**config.mk**
```make
export PLATFORM = sky130hd
export DESIGN_NAME = sr_flag_scheduler
export DESIGN_NICKNAME = d
export VERILOG_FILES = /design/src/rtl/sr_sched_pkg.sv /design/src/rtl/rr_arbiter.sv /design/src/rtl/sr_flag_scheduler.sv
export SDC_FILE = /design/constraint.sdc
export NUM_CORES = 1
export LEC_CHECK = 0
export ABC_AREA = 1
export CORE_MARGIN = 3
export CORE_UTILIZATION = 27
export DETAILED_ROUTE_END_ITERATION = 10
export PLACE_DENSITY_LB_ADDON = 0.1
export SETUP_SLACK_MARGIN = 0.02
export SLEW_MARGIN = 20
export SYNTH_ARGS = -nofsm -noshare
export SYNTH_HDL_FRONTEND = slang
export SYNTH_SLANG_ARGS = --single-unit
```
**constraint.sdc**
```tcl
create_clock -name clk -period 3 [get_ports clk]
set_input_delay 0.75 -clock clk [delete_from_list [all_inputs] [get_ports clk]]
set_output_delay 0.75 -clock clk [all_outputs]
set_load 0.01 [all_outputs]
```
**src/rtl/sr_sched_pkg.sv**
```systemverilog
`default_nettype none
// +------------------------------------------------------------------+
// | sr_sched_pkg: shared types for the SR flag scheduler             |
// | Revision: 1.0                                                    |
// +------------------------------------------------------------------+
package sr_sched_pkg;

  typedef enum logic [1:0] {
    OP_NOP = 2'b00,
    OP_CLR = 2'b01,
    OP_SET = 2'b10,
    OP_TGL = 2'b11
  } sr_op_e;

  typedef enum logic {
    INIT = 1'b0,
    RUN  = 1'b1
  } sched_state_e;

endpackage
`default_nettype wire

```
**src/rtl/rr_arbiter.sv**
```systemverilog
`default_nettype none
// +------------------------------------------------------------------+
// | rr_arbiter: round-robin grant, scan starts at the rotating ptr   |
// | Revision: 1.0                                                    |
// +------------------------------------------------------------------+
module rr_arbiter #(
  parameter  int N  = 4,
  localparam int PW = (N > 1) ? $clog2(N) : 1
) (
  input  logic          clk,
  input  logic          rst,
  input  logic [N-1:0]  req,
  input  logic          adv,
  output logic [N-1:0]  gnt,
  output logic [PW-1:0] gnt_idx
);

  logic [PW-1:0] r_ptr;
  logic [PW-1:0] w_scan;
  logic          w_found;

  always_comb begin
    gnt     = '0;
    gnt_idx = '0;
    w_found = 1'b0;
    w_scan  = '0;
    for (int k = 0; k < N; k++) begin
      w_scan = PW'((int'(r_ptr) + k) % N);
      if (!w_found && req[w_scan]) begin
        w_found      = 1'b1;
        gnt[w_scan]  = 1'b1;
        gnt_idx      = w_scan;
      end
    end
  end

  // Pointer moves just past the winner so it has lowest priority next time.
  always_ff @(posedge clk) begin
    if (rst) begin
      r_ptr <= '0;
    end else if (adv) begin
      r_ptr <= (gnt_idx == PW'(N - 1)) ? '0 : gnt_idx + PW'(1);
    end
  end

endmodule
`default_nettype wire

```
**src/rtl/sr_flag_scheduler.sv**
```systemverilog
`default_nettype none
// +------------------------------------------------------------------+
// | sr_flag_scheduler: arbitrates set/clear/toggle commands onto a   |
// | bank of reset-less SR flops, never driving S=R=1.                |
// | Revision: 1.0                                                    |
// +------------------------------------------------------------------+
module sr_flag_scheduler
  import sr_sched_pkg::*;
#(
  parameter int NREQ  = 4,
  parameter int NFLAG = 8,
  parameter int IDXW  = $clog2(NFLAG)
) (
  input  logic                 clk,
  input  logic                 rst,
  input  logic [NREQ-1:0]      req_valid,
  input  logic [2*NREQ-1:0]    req_op,
  input  logic [IDXW*NREQ-1:0] req_idx,
  output logic [NREQ-1:0]      req_ready,
  input  logic                 clr_all,
  output logic [NFLAG-1:0]     s_out,
  output logic [NFLAG-1:0]     r_out,
  output logic [NFLAG-1:0]     flag_q,
  output logic                 busy,
  output logic                 err
);

  localparam int               c_pw    = (NREQ > 1) ? $clog2(NREQ) : 1;
  localparam logic [IDXW:0]    c_nflag = NFLAG[IDXW:0];
  localparam logic [NFLAG-1:0] c_one   = {{(NFLAG-1){1'b0}}, 1'b1};

  sched_state_e      r_state, w_state_nxt;
  logic [NREQ-1:0]   w_req, w_gnt;
  logic [c_pw-1:0]   w_gnt_idx;
  logic              w_xfer, w_idx_bad, w_err_nxt;
  sr_op_e            w_op;
  logic [IDXW-1:0]   w_idx;
  logic [NFLAG-1:0]  w_eff, w_sel, w_s_nxt, w_r_nxt;

  assign w_req     = (r_state == RUN && !clr_all) ? req_valid : '0;
  assign req_ready = w_gnt;
  assign w_xfer    = |w_gnt;
  assign busy      = (r_state == INIT);

  rr_arbiter #(.N(NREQ)) u_arb (
    .clk     (clk),
    .rst     (rst),
    .req     (w_req),
    .adv     (w_xfer),
    .gnt     (w_gnt),
    .gnt_idx (w_gnt_idx)
  );

  always_comb begin
    w_op  = OP_NOP;
    w_idx = '0;
    for (int g = 0; g < NREQ; g++) begin
      if (w_gnt_idx == c_pw'(g)) begin
        w_op  = sr_op_e'(req_op[2*g +: 2]);
        w_idx = req_idx[IDXW*g +: IDXW];
      end
    end
  end

  // Flag value once the pulse currently on s_out/r_out has landed.
  assign w_eff     = (flag_q & ~r_out) | s_out;
  assign w_sel     = c_one << w_idx;
  assign w_idx_bad = ({1'b0, w_idx} >= c_nflag);

  always_comb begin
    w_state_nxt = r_state;
    w_s_nxt     = '0;
    w_r_nxt     = '0;
    w_err_nxt   = 1'b0;
    case (r_state)
      INIT: w_state_nxt = RUN;
      RUN: begin
        if (clr_all) begin
          w_r_nxt = '1;
        end else if (w_xfer) begin
          if (w_idx_bad) begin
            w_err_nxt = 1'b1;
          end else begin
            case (w_op)
              OP_SET: w_s_nxt = w_sel;
              OP_CLR: w_r_nxt = w_sel;
              OP_TGL: begin
                if (|(w_eff & w_sel)) w_r_nxt = w_sel;
                else                  w_s_nxt = w_sel;
              end
              default: ;
            endcase
          end
        end
      end
      default: w_state_nxt = INIT;
    endcase
  end

  always_ff @(posedge clk) begin
    if (rst) r_state <= INIT;
    else     r_state <= w_state_nxt;
  end

  // Shadow follows the bank: it samples s_out/r_out at the same edge.
  always_ff @(posedge clk) begin
    if (rst) begin
      s_out  <= '0;
      r_out  <= '1;
      flag_q <= '0;
      err    <= 1'b0;
    end else begin
      s_out  <= w_s_nxt;
      r_out  <= w_r_nxt;
      flag_q <= (flag_q & ~r_out) | s_out;
      err    <= w_err_nxt;
    end
  end

endmodule
`default_nettype wire
```
# Word level (Yosys, flattened, before mapping)
# Index checks and enable logic that the tools add are counted.
# totals
reg_bits	27
inputBits	27
# op_classes
addsub	4
magnitude_cmp	8
n_eq_ne	6
shifts	1
muxes	45
n_bitwise	9
n_reduce_logical	16
# op_table
cell	n
$mux W8	5
$pmux W8 S2	2
$mux W4	5
$mux W2	9
$and A8 B8 Y8	2
$lt A2 B3 Y1 const B	4
$mux W1	12
$mux W3	4
$or A4 B4 Y4	3
$bmux W1 S2	4
$demux W1 S2	4
$eq A2 B2 Y1 const B	4
$ge A2 B1 Y1 const B	4
$logic_and A1 B1 Y1	8
$not A8 Y8	1
$or A8 B8 Y8	1
$reduce_or A4 Y1	2
$reduce_or A8 Y1	1
$shl A1 B3 Y8 const A	1
$add A2 B1 Y2 const B	2
$add A2 B2 Y2 const B	2
$eq A2 B1 Y1 const B	2
$logic_not A1 Y1	4
$logic_not A2 Y1	1
$not A1 Y1	2

# Depth between registers and ports, before layout
# logic_depth
depth_word	28
depth_mapped	27

# Hierarchy
# Synthesis repeated with hierarchy kept, for this count alone.
# hier_totals
cells_unflattened	292
hier_area_um2	2029.4
# modules_own_cells
module	instances	cells_per_inst	area_each_um2	seq_area_each_um2
sr_flag_scheduler	1	204	1492.7	500.5
rr_arbiter	1	88	536.8	40.0

# Worst setup path after synthesis
# Ideal clock, no wire load.
# synth_path
kind	input to register
startpoint	input port clr_all
endpoint	register s_out[0]
setup_ns	0.116
t_arrival_ns	3.101
path_slack_ns	-0.217
path_stages	26
cell_sequence	inv_2 -> nand3_2 -> nand2_1 -> nand3_2 -> nand2_4 -> nor2_8 -> nand2_1 -> o211ai_1 -> o21ai_0 -> o21a_1 -> inv_1 -> ha_1 -> inv_1 -> nor2_1 -> nor2_1 -> nand2_1 -> nand2_1 -> inv_1 -> nor2_1 -> nand2_1 -> nor2_1 -> nor2_1 -> nand3_1 -> nand2_1 -> nand3_2 -> nor2_1
# synth_via
elab_chain_len	25
# synth_lines
item	line_no	source
start, declared	sr_flag_scheduler.sv:20	input logic clr_all,
$logic_not A1 Y1	sr_flag_scheduler.sv:40	assign w_req = (r_state == RUN && !clr_all) ? req_valid : '0;
$logic_and A1 B1 Y1	sr_flag_scheduler.sv:40	
$mux W4	sr_flag_scheduler.sv:40	
$bmux W1 S2	rr_arbiter.sv:29	if (!w_found && req[w_scan]) begin
$mux W1 (not written as such)	rr_arbiter.sv:29	
$mux W1	rr_arbiter.sv:29	
$logic_not A1 Y1	rr_arbiter.sv:29	
$logic_and A1 B1 Y1	rr_arbiter.sv:29	
[6 not listed]	--	
$mux W2	rr_arbiter.sv:29	
$logic_not A2 Y1	sr_flag_scheduler.sv:58	if (w_gnt_idx == c_pw'(g)) begin
$mux W3 (4 in series)	sr_flag_scheduler.sv:58	
$shl A1 B3 Y8	sr_flag_scheduler.sv:67	assign w_sel = c_one << w_idx;
$and A8 B8 Y8	sr_flag_scheduler.sv:88	if (|(w_eff & w_sel)) w_r_nxt = w_sel;
$reduce_or A8 Y1	sr_flag_scheduler.sv:88	
$mux W8	sr_flag_scheduler.sv:88	
$pmux W8 S2	sr_flag_scheduler.sv:84	case (w_op)
end signal, assigned	sr_flag_scheduler.sv:113	s_out <= w_s_nxt;
end, declared	sr_flag_scheduler.sv:21	output logic [NFLAG-1:0] s_out,
# Several ways; a longest one is shown, not always the timed one. The select of a mux whose other input is x is not followed.
# A chain may end at the register's enable or synchronous reset.

# Worst setup path after layout
# layout_path
startpoint	input port clr_all
endpoint	register r_out[0]
# layout_via
elab_chain_len	28
# layout_lines
item	line_no	source
$logic_not A1 Y1	sr_flag_scheduler.sv:40	
$logic_and A1 B1 Y1	sr_flag_scheduler.sv:40	
$mux W4	sr_flag_scheduler.sv:40	
$bmux W1 S2	rr_arbiter.sv:29	
$mux W1 (not written as such)	rr_arbiter.sv:29	
$mux W1	rr_arbiter.sv:29	
$logic_not A1 Y1	rr_arbiter.sv:29	
$logic_and A1 B1 Y1	rr_arbiter.sv:29	
[12 not listed]	--	
$shl A1 B3 Y8	sr_flag_scheduler.sv:67	
$and A8 B8 Y8	sr_flag_scheduler.sv:88	
$reduce_or A8 Y1	sr_flag_scheduler.sv:88	
$mux W8	sr_flag_scheduler.sv:88	
$pmux W8 S2	sr_flag_scheduler.sv:84	
$mux W8	sr_flag_scheduler.sv:80	end else if (w_xfer) begin
$mux W8 *	sr_flag_scheduler.sv:78	if (clr_all) begin
$mux W8 *	sr_flag_scheduler.sv:75	case (r_state)
end signal, assigned	sr_flag_scheduler.sv:114	r_out <= w_r_nxt;
end, declared	sr_flag_scheduler.sv:22	output logic [NFLAG-1:0] r_out,
# Every way passes the cells marked *; elsewhere a longest branch is shown, timed or not. The select of a mux whose other input is x is not followed.

==> flow_summary_export.csv <==
group,metric,value,unit
sta,hold_viol_final,0,
routing,wire_per_inst,11.9,um
job,cap_violations,0,
sta,rsz0062_at_grt,"yes",
global_routing,grt_pass1_wl,9.72,mm
placed_design,port_buffers,55,
sta,worst_slack,-0.138,ns
worst_setup_path,worstSetupEndpointType,"flop",
routing,drc,0,
synthesis,synthMuxAreaShare,0,
run_status,run_status,"finished with violations",
synthesis,syn_avg_cell_area,6.64,um^2
min_path,hold_class,"flop to flop",
synthesis,synth_ff_type,"dfxtp_1",
synthesis,synth_edf_count,0,
synthesis,synthArstFlopShare,0,
global_routing,grt_usage,0.140,
placed_design,gp_congestion,0.835,
sta,fmax,0.319,GHz
final_layout,fill_cells,676,
clock_network,clkLatencyLatePin,0.28,ns
final_layout,diodes,0,
clock_network,numCtsBuffers,3,
final_layout,final_nets,427,
floorplanning,core_area,6570,um^2
floorplanning,fp-row-count,29,
synthesis,yosysSeqAreaShare,0.285,
global_routing,grt-ovfl-total,0,
synthesis,synth_top_family_by_area,"simple AND/OR/NAND/NOR gates",
clock_network,cts.sinks,27,
synthesis,syn-cell-area,1900,um^2
synthesis,yosys.area_share.simple,0.456,
sta,setup_viol,11,
synthesis,synth.distinct_cells,31,
worst_setup_path,arrival,3.36,ns
synthesis,synthXorXnorAreaFrac,0,
floorplanning,io_pins,57,
synthesis,synth_top_cell_area_share,0.285,
synthesis,synth_seq_cells,27,
floorplanning,fp.dieW,89.9,um
synthesis,yosysWarnings,0,
final_layout,fin_util,0.499,
worst_setup_path,required,3.22,ns
worst_setup_path,start_kind,"primary input",
global_routing,antenna_found_initial,0,
clock_network,hold_buffers,0,
synthesis,synth-compound-area-share,0.104,
worst_setup_path,critPathMaxFanout,6,
routing,vias_per_cell,4.50,
final_layout,drive_gt1_frac,0.385,
synthesis,synthAdderAreaFrac,0.0593,
clock_network,clkTransAtPathRegs,0.09,ns
routing,first_iter_violations,74,
sta,skew,0.00243,ns
placed_design,hpwl,4.38,mm
placed_design,post-place-ws,-0.938,ns
clock_network,tritoncts,"done",
routing,drt-pass1-iter-count,4,
sta,period_minus_slack,3.14,ns
global_routing,grt_max_degree,15,
synthesis,syn_inst,286,
routing,vias,2172,
clock_network,cts_root_buffer,"clkbuf_8",
routing,ant_nets,0,
sta,post-route-period-util,1.05,
synthesis,synth_area_leaders,"dfxtp_1 (28%), nand2_1 (17%), nand3_1 (6.9%), ha_1 (5.9%), nor2_1 (5.9%)",
routing,drt_wl_total,5.74,mm
global_routing,grt_pass1_vias,2107,
sta,slew_viol_final,0,
clock_network,cts_buffer_depth,2,
sta,fin_setup_tns,-0.886,ns
final_layout,area_growth,72.5,%
floorplanning,start_util,0.289,
synthesis,yosysTopAreaCell,"dfxtp_1",
floorplanning,die-area,8080,um^2
synthesis,syn_nets,322,
run_status,violations,"setup timing",
floorplanning,dieHeight,89.9,um
clock_network,cts_max_level,1,
worst_setup_path,worstSetupPathType,"primary input to flop",
[sequential cells by signal, summed over array words and instances, names as in the netlist]
register	cells
flag_q	8
u_arb.r_ptr	2
r_out	8
s_out	8
r_state	1
[synth_stat cells (3+ instances only)]
| cell | n |
|---|---|
| inv_1 | 19 |
| o22ai_1 | 6 |
| nand2_1 | 88 |
| nand3_2 | 10 |
| nand3_1 | 26 |
| dfxtp_1 | 27 |
| o21ai_1 | 3 |
| nor2_1 | 30 |
| nand2_2 | 4 |
| nand4_1 | 3 |
| buf_6 | 3 |
| nand3b_1 | 6 |
| inv_2 | 9 |
| a21oi_1 | 13 |
| o211ai_1 | 4 |
| o21ai_0 | 4 |
| ha_1 | 9 |
[metal layers]
metal	vias to the layer above	part of all wire	global-route usage
met4	0	0.0089	0.0191
met1	975	0.48	0.190
li1	1140	-	-
met5	-	0	0
met2	51	0.47	0.237
met3	6	0.037	0.0250
[metrics by stage]
step	hold slack (ns)	instance area (um^2)	std cells
3_5_place_dp	0.484	2890	468
6_report	0.495	3280	483
3_3_place_gp	0.476	2890	468
2_1_floorplan	0.514	1980	286
4_1_cts	0.508	3200	481
5_1_grt	0.534	3280	483
[layout by cell type (no fill, tap or decap), drive strengths merged, types with 4 or more instances in the layout]
cell type and instances:
o21ai 8, clkdlybuf4s50 46, buf 59, o22ai 6, dfxtp 27, nor2 35, dlygate4sd2 4, a21oi 13
nand3 36, ha 9, o211ai 4, clkbuf 4, nand2 94, inv 27, nand3b 7
[critical path, stage by stage]
cell and delay [ns]:
buf_8 0.11, clkinv_8 0.06, nand3_4 0.09, nand2_4 0.09, nand3_4 0.08, nand2_4 0.10
nor2_8 0.05, nand2_2 0.07, o211ai_1 0.08, o21ai_1 0.08, o21a_2 0.22, inv_2 0.07
ha_4 0.19, a21oi_2 0.12, nand2_1 0.06, nand2_1 0.07, nand2_2 0.10, buf_6 0.14
a21oi_4 0.13, nand3b_1 0.13, buf_4 0.16, buf_4 0.12, o22ai_2 0.07, nand2_1 0.06
nand2_1 0.06, nand2_1 0.04, nand2_1 0.05
[logic make-up (layout without fill, tap and decap cells)]
kind of cell	after synthesis	after routing
other	1	1
AO/OA/AOI/OAI	34	34
AND/OR/NAND/NOR	176	176
buffers and inverters	39	143
flip-flops	27	27
adder cells (fa/ha/maj)	9	9
[final cells by class]
| cell class | instances | area (um^2) | area share |
|---|---|---|---|
| multi-input combinational | 220 | 1480 | 0.450 |
| sequential | 27 | 546 | 0.167 |
| inverter | 30 | 135 | 0.0413 |
| tap | 93 | 116 | 0.0355 |
| timing repair buffer | 109 | 958 | 0.293 |
| clock buffer | 4 | 45.0 | 0.0138 |
[path summary, 6_finish.rpt]
kind | startpoint | endpoint | slack, ns | cells after the start
worst max-delay path | clr_all | r_out[0]$_SDFF_PP1_ | -0.14 | 27
worst min-delay path | s_out[0]$_SDFF_PP0_ | flag_q[0]$_SDFF_PP0_ | 0.50 | 2
worst max register to register | u_arb.r_ptr[0]$_SDFFE_PP0P_ | r_out[0]$_SDFF_PP1_ | -0.07 | 26
worst min register to register | s_out[0]$_SDFF_PP0_ | flag_q[0]$_SDFF_PP0_ | 0.50 | 2
[repair_timing]
action	in CTS	in global routing
endpoints found under the setup margin	20	16
resized for setup	82	16
setup buffers	10	2
pin swaps	42	17
Power is left out: the tool's default activity adds up to more than one toggle a clock period on the data nets, which glitch-free logic cannot reach.
